## config.mk

```make
export PLATFORM = sky130hd
export DESIGN_NAME = imm_encoder_flat
export DESIGN_NICKNAME = d
export VERILOG_FILES = /design/src/rtl/imm_pkg.sv /design/src/rtl/imm_encoder_if.sv /design/src/rtl/imm_enc_core.sv /design/src/rtl/imm_encoder.sv /design/src/flat_wrapper.sv
export SDC_FILE = /design/constraint.sdc
export NUM_CORES = 1
export LEC_CHECK = 0
export CAP_MARGIN = 20
export CORE_UTILIZATION = 44
export CTS_CLUSTER_SIZE = 14
export DETAILED_ROUTE_END_ITERATION = 7
export HOLD_SLACK_MARGIN = 0.12
export PLACE_DENSITY_LB_ADDON = 0.3
export SETUP_SLACK_MARGIN = 0.02
export SLEW_MARGIN = 25
export SYNTH_ARGS = -nofsm -noshare
export SYNTH_HDL_FRONTEND = slang
export SYNTH_SLANG_ARGS = --single-unit
```

## constraint.sdc

```tcl
create_clock -name clk -period 2.9 [get_ports clk]
set_input_delay 0.435 -clock clk [delete_from_list [all_inputs] [get_ports clk]]
set_output_delay 0.435 -clock clk [all_outputs]
set_load 0.005 [all_outputs]
```

## src/rtl/imm_pkg.sv

```systemverilog
// Shared immediate-format definitions for the encode and decode paths:
// select codes, field bit positions and range-check sign-bit indices.
package imm_pkg;

  typedef enum logic [2:0] {
    IMM_I = 3'b000,
    IMM_S = 3'b001,
    IMM_B = 3'b010,
    IMM_U = 3'b011,
    IMM_J = 3'b100
  } imm_sel_e;

  // First select code that has no format; it and everything above are illegal.
  localparam logic [2:0] IMM_SEL_ILLEGAL = 3'b101;

  localparam int I_HI     = 31;
  localparam int I_LO     = 20;

  localparam int S_HI_HI  = 31;
  localparam int S_HI_LO  = 25;
  localparam int S_LO_HI  = 11;
  localparam int S_LO_LO  = 7;

  localparam int B_SIGN   = 31;
  localparam int B_B11    = 7;
  localparam int B_MID_HI = 30;
  localparam int B_MID_LO = 25;
  localparam int B_LO_HI  = 11;
  localparam int B_LO_LO  = 8;

  localparam int U_HI     = 31;
  localparam int U_LO     = 12;

  localparam int J_SIGN   = 31;
  localparam int J_HI_HI  = 19;
  localparam int J_HI_LO  = 12;
  localparam int J_B11    = 20;
  localparam int J_LO_HI  = 30;
  localparam int J_LO_LO  = 21;

  // Sign-bit index of the representable immediate for each signed format.
  localparam int IS_SBIT  = 11;
  localparam int B_SBIT   = 12;
  localparam int J_SBIT   = 20;

  function automatic logic sel_legal(input logic [2:0] sel);
    return sel < IMM_SEL_ILLEGAL;
  endfunction

endpackage

```

## src/rtl/imm_encoder_if.sv

```systemverilog
// Request/response handshake bundle for imm_encoder; master drives requests
// and accepts results, slave is the encoder.
interface imm_encoder_if #(
  parameter int DWIDTH = 32,
  parameter int IWIDTH = 32
);
  logic              in_valid;
  logic              in_ready;
  logic [2:0]        in_sel;
  logic [DWIDTH-1:0] in_imm;
  logic [IWIDTH-1:0] in_base;
  logic              out_valid;
  logic              out_ready;
  logic [IWIDTH-1:0] out_inst;
  logic              out_err;

  modport master (
    output in_valid, in_sel, in_imm, in_base, out_ready,
    input  in_ready, out_valid, out_inst, out_err
  );

  modport slave (
    input  in_valid, in_sel, in_imm, in_base, out_ready,
    output in_ready, out_valid, out_inst, out_err
  );
endinterface

```

## src/rtl/imm_enc_core.sv

```systemverilog
// Combinational immediate placement and range check. With
// IMMENC_PASSTHRU_ON_ERR_EN defined, erroneous words come out as the base word.
module imm_enc_core
  import imm_pkg::*;
#(
  parameter int DWIDTH = 32,
  parameter int IWIDTH = 32
) (
  input  logic [2:0]        i_sel,
  input  logic [DWIDTH-1:0] i_imm,
  input  logic [IWIDTH-1:0] i_base,
  output logic [IWIDTH-1:0] o_inst,
  output logic              o_err
);

  logic [IWIDTH-1:0] w_placed;
  logic              w_err;

  // True when every bit above sb matches bit sb, i.e. the value sign-extends from sb.
  function automatic logic upper_same(input logic [DWIDTH-1:0] v, input int sb);
    logic ok;
    ok = 1'b1;
    for (int k = 0; k < DWIDTH; k++) begin
      if (k > sb && v[k] != v[sb]) ok = 1'b0;
    end
    return ok;
  endfunction

  always_comb begin
    w_placed = i_base;
    w_err    = 1'b0;
    if (!sel_legal(i_sel)) begin
      w_err = 1'b1;
    end else begin
      case (i_sel)
        IMM_I: begin
          w_placed[I_HI:I_LO] = i_imm[11:0];
          w_err               = !upper_same(i_imm, IS_SBIT);
        end
        IMM_S: begin
          w_placed[S_HI_HI:S_HI_LO] = i_imm[11:5];
          w_placed[S_LO_HI:S_LO_LO] = i_imm[4:0];
          w_err                     = !upper_same(i_imm, IS_SBIT);
        end
        IMM_B: begin
          w_placed[B_SIGN]            = i_imm[12];
          w_placed[B_B11]             = i_imm[11];
          w_placed[B_MID_HI:B_MID_LO] = i_imm[10:5];
          w_placed[B_LO_HI:B_LO_LO]   = i_imm[4:1];
          w_err                       = !upper_same(i_imm, B_SBIT) || i_imm[0];
        end
        IMM_U: begin
          w_placed[U_HI:U_LO] = i_imm[31:12];
          w_err               = |i_imm[11:0];
        end
        IMM_J: begin
          w_placed[J_SIGN]          = i_imm[20];
          w_placed[J_HI_HI:J_HI_LO] = i_imm[19:12];
          w_placed[J_B11]           = i_imm[11];
          w_placed[J_LO_HI:J_LO_LO] = i_imm[10:1];
          w_err                     = !upper_same(i_imm, J_SBIT) || i_imm[0];
        end
        default: w_err = 1'b1;
      endcase
    end
  end

`ifdef IMMENC_PASSTHRU_ON_ERR_EN
  assign o_inst = w_err ? i_base : w_placed;
`else
  assign o_inst = w_placed;
`endif
  assign o_err = w_err;

endmodule

```

## src/rtl/imm_encoder.sv

```systemverilog
// Two-stage valid/ready immediate encoder with saturating error counter.
// Optional build macro: IMMENC_PASSTHRU_ON_ERR_EN (erroneous words pass base through).
module imm_encoder
  import imm_pkg::*;
#(
  parameter int DWIDTH = 32,
  parameter int IWIDTH = 32,
  parameter int CNTW   = 16
) (
  input  logic            clk,
  input  logic            rst,
  imm_encoder_if.slave    bus,
  output logic [CNTW-1:0] err_count
);

  logic              r_vld_p1;
  logic [2:0]        r_sel_p1;
  logic [DWIDTH-1:0] r_imm_p1;
  logic [IWIDTH-1:0] r_base_p1;

  logic              r_vld_p2;
  logic [IWIDTH-1:0] r_inst_p2;
  logic              r_err_p2;
  logic [CNTW-1:0]   r_err_cnt;

  logic              w_s2_acc;
  logic              w_in_fire;
  logic              w_out_fire;
  logic [IWIDTH-1:0] w_inst;
  logic              w_err;

  // Gating with rst keeps the reset cycle free of any handshake transfer.
  assign w_s2_acc      = !r_vld_p2 || bus.out_ready;
  assign bus.in_ready  = !rst && (!r_vld_p1 || w_s2_acc);
  assign w_in_fire     = bus.in_valid && bus.in_ready;
  assign bus.out_valid = r_vld_p2 && !rst;
  assign w_out_fire    = bus.out_valid && bus.out_ready;

  always_ff @(posedge clk) begin
    if (rst) begin
      r_vld_p1  <= 1'b0;
      r_vld_p2  <= 1'b0;
      r_err_cnt <= '0;
    end else begin
      if (bus.in_ready) r_vld_p1 <= bus.in_valid;
      if (w_s2_acc)     r_vld_p2 <= r_vld_p1;
      if (w_out_fire && r_err_p2 && r_err_cnt != '1)
        r_err_cnt <= r_err_cnt + CNTW'(1);
    end
  end

  // ---- stage 1: request capture ----
  always_ff @(posedge clk) begin
    if (w_in_fire) begin
      r_sel_p1  <= bus.in_sel;
      r_imm_p1  <= bus.in_imm;
      r_base_p1 <= bus.in_base;
    end
  end

  imm_enc_core #(
    .DWIDTH(DWIDTH),
    .IWIDTH(IWIDTH)
  ) u_core (
    .i_sel (r_sel_p1),
    .i_imm (r_imm_p1),
    .i_base(r_base_p1),
    .o_inst(w_inst),
    .o_err (w_err)
  );

  // ---- stage 2: encoded word, held while the consumer stalls ----
  always_ff @(posedge clk) begin
    if (rst) begin
      r_inst_p2 <= '0;
      r_err_p2  <= 1'b0;
    end else if (w_s2_acc && r_vld_p1) begin
      r_inst_p2 <= w_inst;
      r_err_p2  <= w_err;
    end
  end

  assign bus.out_inst = r_inst_p2;
  assign bus.out_err  = r_err_p2;
  assign err_count    = r_err_cnt;

endmodule

```

## src/flat_wrapper.sv

```systemverilog
// flat-port wrapper written by rule: the top's interface ports become plain ports
module imm_encoder_flat import imm_pkg::*;
#(
  parameter int DWIDTH = 32,
  parameter int IWIDTH = 32,
  parameter int CNTW   = 16
)
  (clk, rst, err_count, bus_in_valid, bus_in_sel, bus_in_imm, bus_in_base, bus_out_ready, bus_in_ready, bus_out_valid, bus_out_inst, bus_out_err);
  imm_encoder_if #(.DWIDTH(DWIDTH), .IWIDTH(IWIDTH)) bus_i ();
  input  logic clk;
  input  logic rst;
  output logic [CNTW-1:0] err_count;
  input wire logic [$bits(bus_i.in_valid)-1:0] bus_in_valid;
  input wire logic [$bits(bus_i.in_sel)-1:0] bus_in_sel;
  input wire logic [$bits(bus_i.in_imm)-1:0] bus_in_imm;
  input wire logic [$bits(bus_i.in_base)-1:0] bus_in_base;
  input wire logic [$bits(bus_i.out_ready)-1:0] bus_out_ready;
  output wire logic [$bits(bus_i.in_ready)-1:0] bus_in_ready;
  output wire logic [$bits(bus_i.out_valid)-1:0] bus_out_valid;
  output wire logic [$bits(bus_i.out_inst)-1:0] bus_out_inst;
  output wire logic [$bits(bus_i.out_err)-1:0] bus_out_err;
  assign bus_i.in_valid = bus_in_valid;
  assign bus_i.in_sel = bus_in_sel;
  assign bus_i.in_imm = bus_in_imm;
  assign bus_i.in_base = bus_in_base;
  assign bus_i.out_ready = bus_out_ready;
  assign bus_in_ready = bus_i.in_ready;
  assign bus_out_valid = bus_i.out_valid;
  assign bus_out_inst = bus_i.out_inst;
  assign bus_out_err = bus_i.out_err;
  imm_encoder #(.DWIDTH(DWIDTH), .IWIDTH(IWIDTH), .CNTW(CNTW)) u_core (.clk(clk), .rst(rst), .bus(bus_i), .err_count(err_count));
endmodule
```

==> metrics.txt <==
fill cell count 831; Worst-path clk slew ~60 ps; number of synthesized flops with an enable pin 67; Yosys warnings 0; row count 38; Post-Syn Area approximately 4900 µm²; Starting Density a little under half; switch share between 20 and 25%; Int Power around 3400 µW; clk sink count roughly 120; Power Density just over 600 nW/µm²; PostCTS Resize Cnt 0; postcts setup bufs 0; Hold WC Path Type primary input to flop; Vias per Instance 5.222; share of cells above drive strength 1 between 10% and 20%; clock root buffer clkbuf_8; pins over their slew limit 0; critical path class primary input to output pin; Cells after Synth approximately 410; crit path capture bus_in_ready; asr flop ratio synth 0%; CP max stage delay around 520 ps; Critical Path RT roughly 2500 ps; P_sw slightly below 900 µW; Mapped Avg Cell Area about 12 µm²; Tmin final 2378 ps; Clock power frac between 40% and 50%; Data arrival, critical path ~1900 ps; largest net degree at the start of global routing a little under 70; initial antenna violation count 0; Crit. End Element output pin; n_diodes 0; status finished clean; area of the core roughly 11,000 µm²; Final #Nets 608; syn nets between 400 and 500; 1st-iter DRT viols 208; DRC viols 0; worst reg2reg path startpoint u_core.r_sel_p1[0]$_DFFE_PP_; DP HPWL between 7 and 8 mm; final core occ 63.34%; Seq cells post-synth roughly 120; total wire length approximately 11 mm; Final Cycle Share approximately 80%; r2r setup slk 900 ps; clock skew around 7.0 ps; worst setup path start bus_out_ready; CTS tree built; cell taking the most area after synthesis edfxtp_1; vias in the first global route about 3.5k; DIE AREA between 10,000 and 15,000 µm²; unrepaired setup endpoints after global routing false; first-pass GRT wire length ~17 mm; CP startpoint kind primary input; GR Overflow Total 0; Boundary Pins 122; leak pwr ~0.0023 µW; placed instance area 6264 µm²; CP max stage cell clkdlybuf4s50_1; count of cell types in the netlist between 50 and 60; Total GRT Usage approximately a fifth; max_cap viols 0; setup TNS 0 ps; Reg power frac between 40% and 50%; mean routed wirelength per cell ~15 µm; Die W 107.6 µm; DR pass1 iterations 4; die height between 100 and 150 µm; Least-Margin Pin Slew 597.6 ps; Relative slew margins ~60%; worst-path maximum fanout 5; final instance area 6867 µm²; FF-to-FF End u_core.bus.out_inst[19]$_SDFFE_PP0P_; ranking of synthesized cells by area edfxtp_1 41%, dfxtp_1 21%, nor2_1 4.2%, mux2i_1 3.9%, a211oi_1 3.8%; Yosys top cell area share between 40 and 50%; area growth from synthesis to layout 39.82%; CTS Buf Count 17; crit path cell chain clkdlybuf4s50_1, and2b_1, a21oi_1, clkdlybuf4s50_1; Seq/Total Area, Yosys around three fifths; GPL Wtd Cong between 0.8 and 0.9; H-Tree Depth 4; Worst VDD drop a little over 0.3 mV; Fin. Hold Viols 0; insertion delay to the later sink of the worst-skew pair around 510 ps; PortBufs roughly 120; CTS Buffer Depth 2; DR vias 3,598; final setup fails 0; combinational power share under 10%; Routed Antenna Nets 0; cell mode on critical path clkdlybuf4s50_1; worst reg2reg path depth 6; ys flop type edfxtp_1; Fmax between 0.4 and 0.5 GHz; CTS Hold Bufs 0
sequential cells by signal, summed over array words and instances, names as in the netlist:
name and count:
u_core.r_vld_p1 1, u_core.err_count 16, u_core.r_imm_p1 32, u_core.r_vld_p2 1
u_core.r_base_p1 32, u_core.bus.out_err 1, u_core.bus.out_inst 32, u_core.r_sel_p1 3
cell usage after synthesis (2+ instances only):
cell	count
edfxtp_1	67
nor2_1	55
dfxtp_1	51
nand2_1	27
a211oi_1	25
a21oi_1	20
mux2i_1	19
xnor2_1	14
nand3_1	12
clkbuf_1	11
buf_2	10
nor3_1	10
a22o_1	6
a22oi_1	6
a311oi_1	6
nand4_1	6
nor2b_1	6
inv_1	4
o21ai_0	4
or4_1	4
buf_1	3
nand3b_1	3
o2111ai_1	3
a2111oi_1	2
a2111oi_2	2
a21o_1	2
and2b_1	2
nand2b_1	2
nor4_1	2
nor4_2	2
o211ai_1	2
o21ai_1	2
or2_4	2
xor2_1	2
power by group through the flow:
| stage | clock network (µW) | logic (µW) | registers (µW) |
|---|---|---|---|
| floorplan | 0 | 143 | 1920 |
| global placement | 0 | 330 | 1930 |
| detailed placement | 0 | 335 | 1930 |
| CTS | 2070 | 336 | 1890 |
| global route | 2140 | 362 | 1900 |
| finish | 2040 | 332 | 1890 |
cell families after synthesis:
group | count (synthesis) | share of synthesized area, %
DFF | 118 | 61.76
buffers and inverters | 28 | 2.395
xor gates and xnor gates | 16 | 2.854
and+or+nand+nor | 147 | 16.03
adders and majority gates | 1 | 0.2547
AOI/OAI and AO/OA | 84 | 12.84
muxes | 19 | 3.873
metrics by stage:
stage | hold WS (ps) | worst slack [ps] | instances | power [µW]
detailed placement | 452.8 | 509.3 | 657 | 2264
floorplan | 452.7 | 741.3 | 413 | 2062
global placement | 447.4 | 537.9 | 657 | 2256
CTS | 354.3 | 507.8 | 689 | 4303
global route | 362.7 | 450.3 | 689 | 4407
finish | 354.0 | 522.3 | 689 | 4265
layout make-up:
type | instances | area [µm²] | area share [%]
Clock buffer | 28 | 580.6 | 8.455
Timing Repair Buffer | 128 | 1271 | 18.51
Inverter | 4 | 15.01 | 0.2187
Tap cell | 140 | 175.2 | 2.551
Multi-Input combinational cell | 267 | 1769 | 25.77
Clock inverter | 4 | 22.52 | 0.3280
Sequential cell | 118 | 3033 | 44.17
critical path, delay by kind of cell:
family,cells,cell delay [ps]
AOI/OAI and AO/OA,1,200
and+or+nand+nor,1,260
buffers and inverters,2,1040
metal layers:
| metal | wire [µm] | vias up | global-route usage (%) |
|---|---|---|---|
| met2 | 5398 | 104 | 32.23 |
| met1 | 4453 | 1679 | 22.96 |
| met3 | 455 | 16 | 4.903 |
| met4 | 193 | 0 | 9.295 |
| li1 | - | 1799 | - |
| met5 | 0 | - | 0 |
worst min-delay path by stage:
stage,end,slack [ps],cells after the start,startpoint
global placement,u_core.bus.out_inst[5]$_SDFFE_PP0P_,450,2,u_core.bus.out_inst[5]$_SDFFE_PP0P_
finish,u_core.bus.out_inst[9]$_SDFFE_PP0P_,350,2,rst
global route,u_core.bus.out_inst[12]$_SDFFE_PP0P_,360,2,rst
CTS,u_core.bus.out_inst[14]$_SDFFE_PP0P_,350,2,rst
floorplan,u_core.bus.out_inst[0]$_SDFFE_PP0P_,450,2,u_core.bus.out_inst[0]$_SDFFE_PP0P_
detailed placement,u_core.bus.out_inst[4]$_SDFFE_PP0P_,450,2,u_core.bus.out_inst[4]$_SDFFE_PP0P_
cell usage in the layout (no fill, tap or decap), types with 3 or more instances in the layout:
| cell type | synthesis | routed |
|---|---|---|
| buf_4 | 0 | 6 |
| o21ai_0 | 4 | 4 |
| clkbuf_8 | 0 | 5 |
| xnor2_1 | 14 | 14 |
| clkbuf_16 | 0 | 20 |
| edfxtp_1 | 67 | 67 |
| a21oi_1 | 20 | 20 |
| inv_1 | 4 | 4 |
| nand4_1 | 6 | 6 |
| nand2_1 | 27 | 27 |
| nor3_1 | 10 | 10 |
| clkdlybuf4s50_1 | 0 | 120 |
| nand3_1 | 12 | 12 |
| a22oi_1 | 6 | 6 |
| or4_1 | 4 | 4 |
| nor2_1 | 55 | 55 |
| nor2b_1 | 6 | 5 |
| clkbuf_1 | 11 | 3 |
| a211oi_1 | 25 | 25 |
| a22o_1 | 6 | 6 |
| nand3b_1 | 3 | 3 |
| a311oi_1 | 6 | 6 |
| dfxtp_1 | 51 | 51 |
| o2111ai_1 | 3 | 3 |
| mux2i_1 | 19 | 19 |
Note: power is estimated with default switching activity, not from simulation.
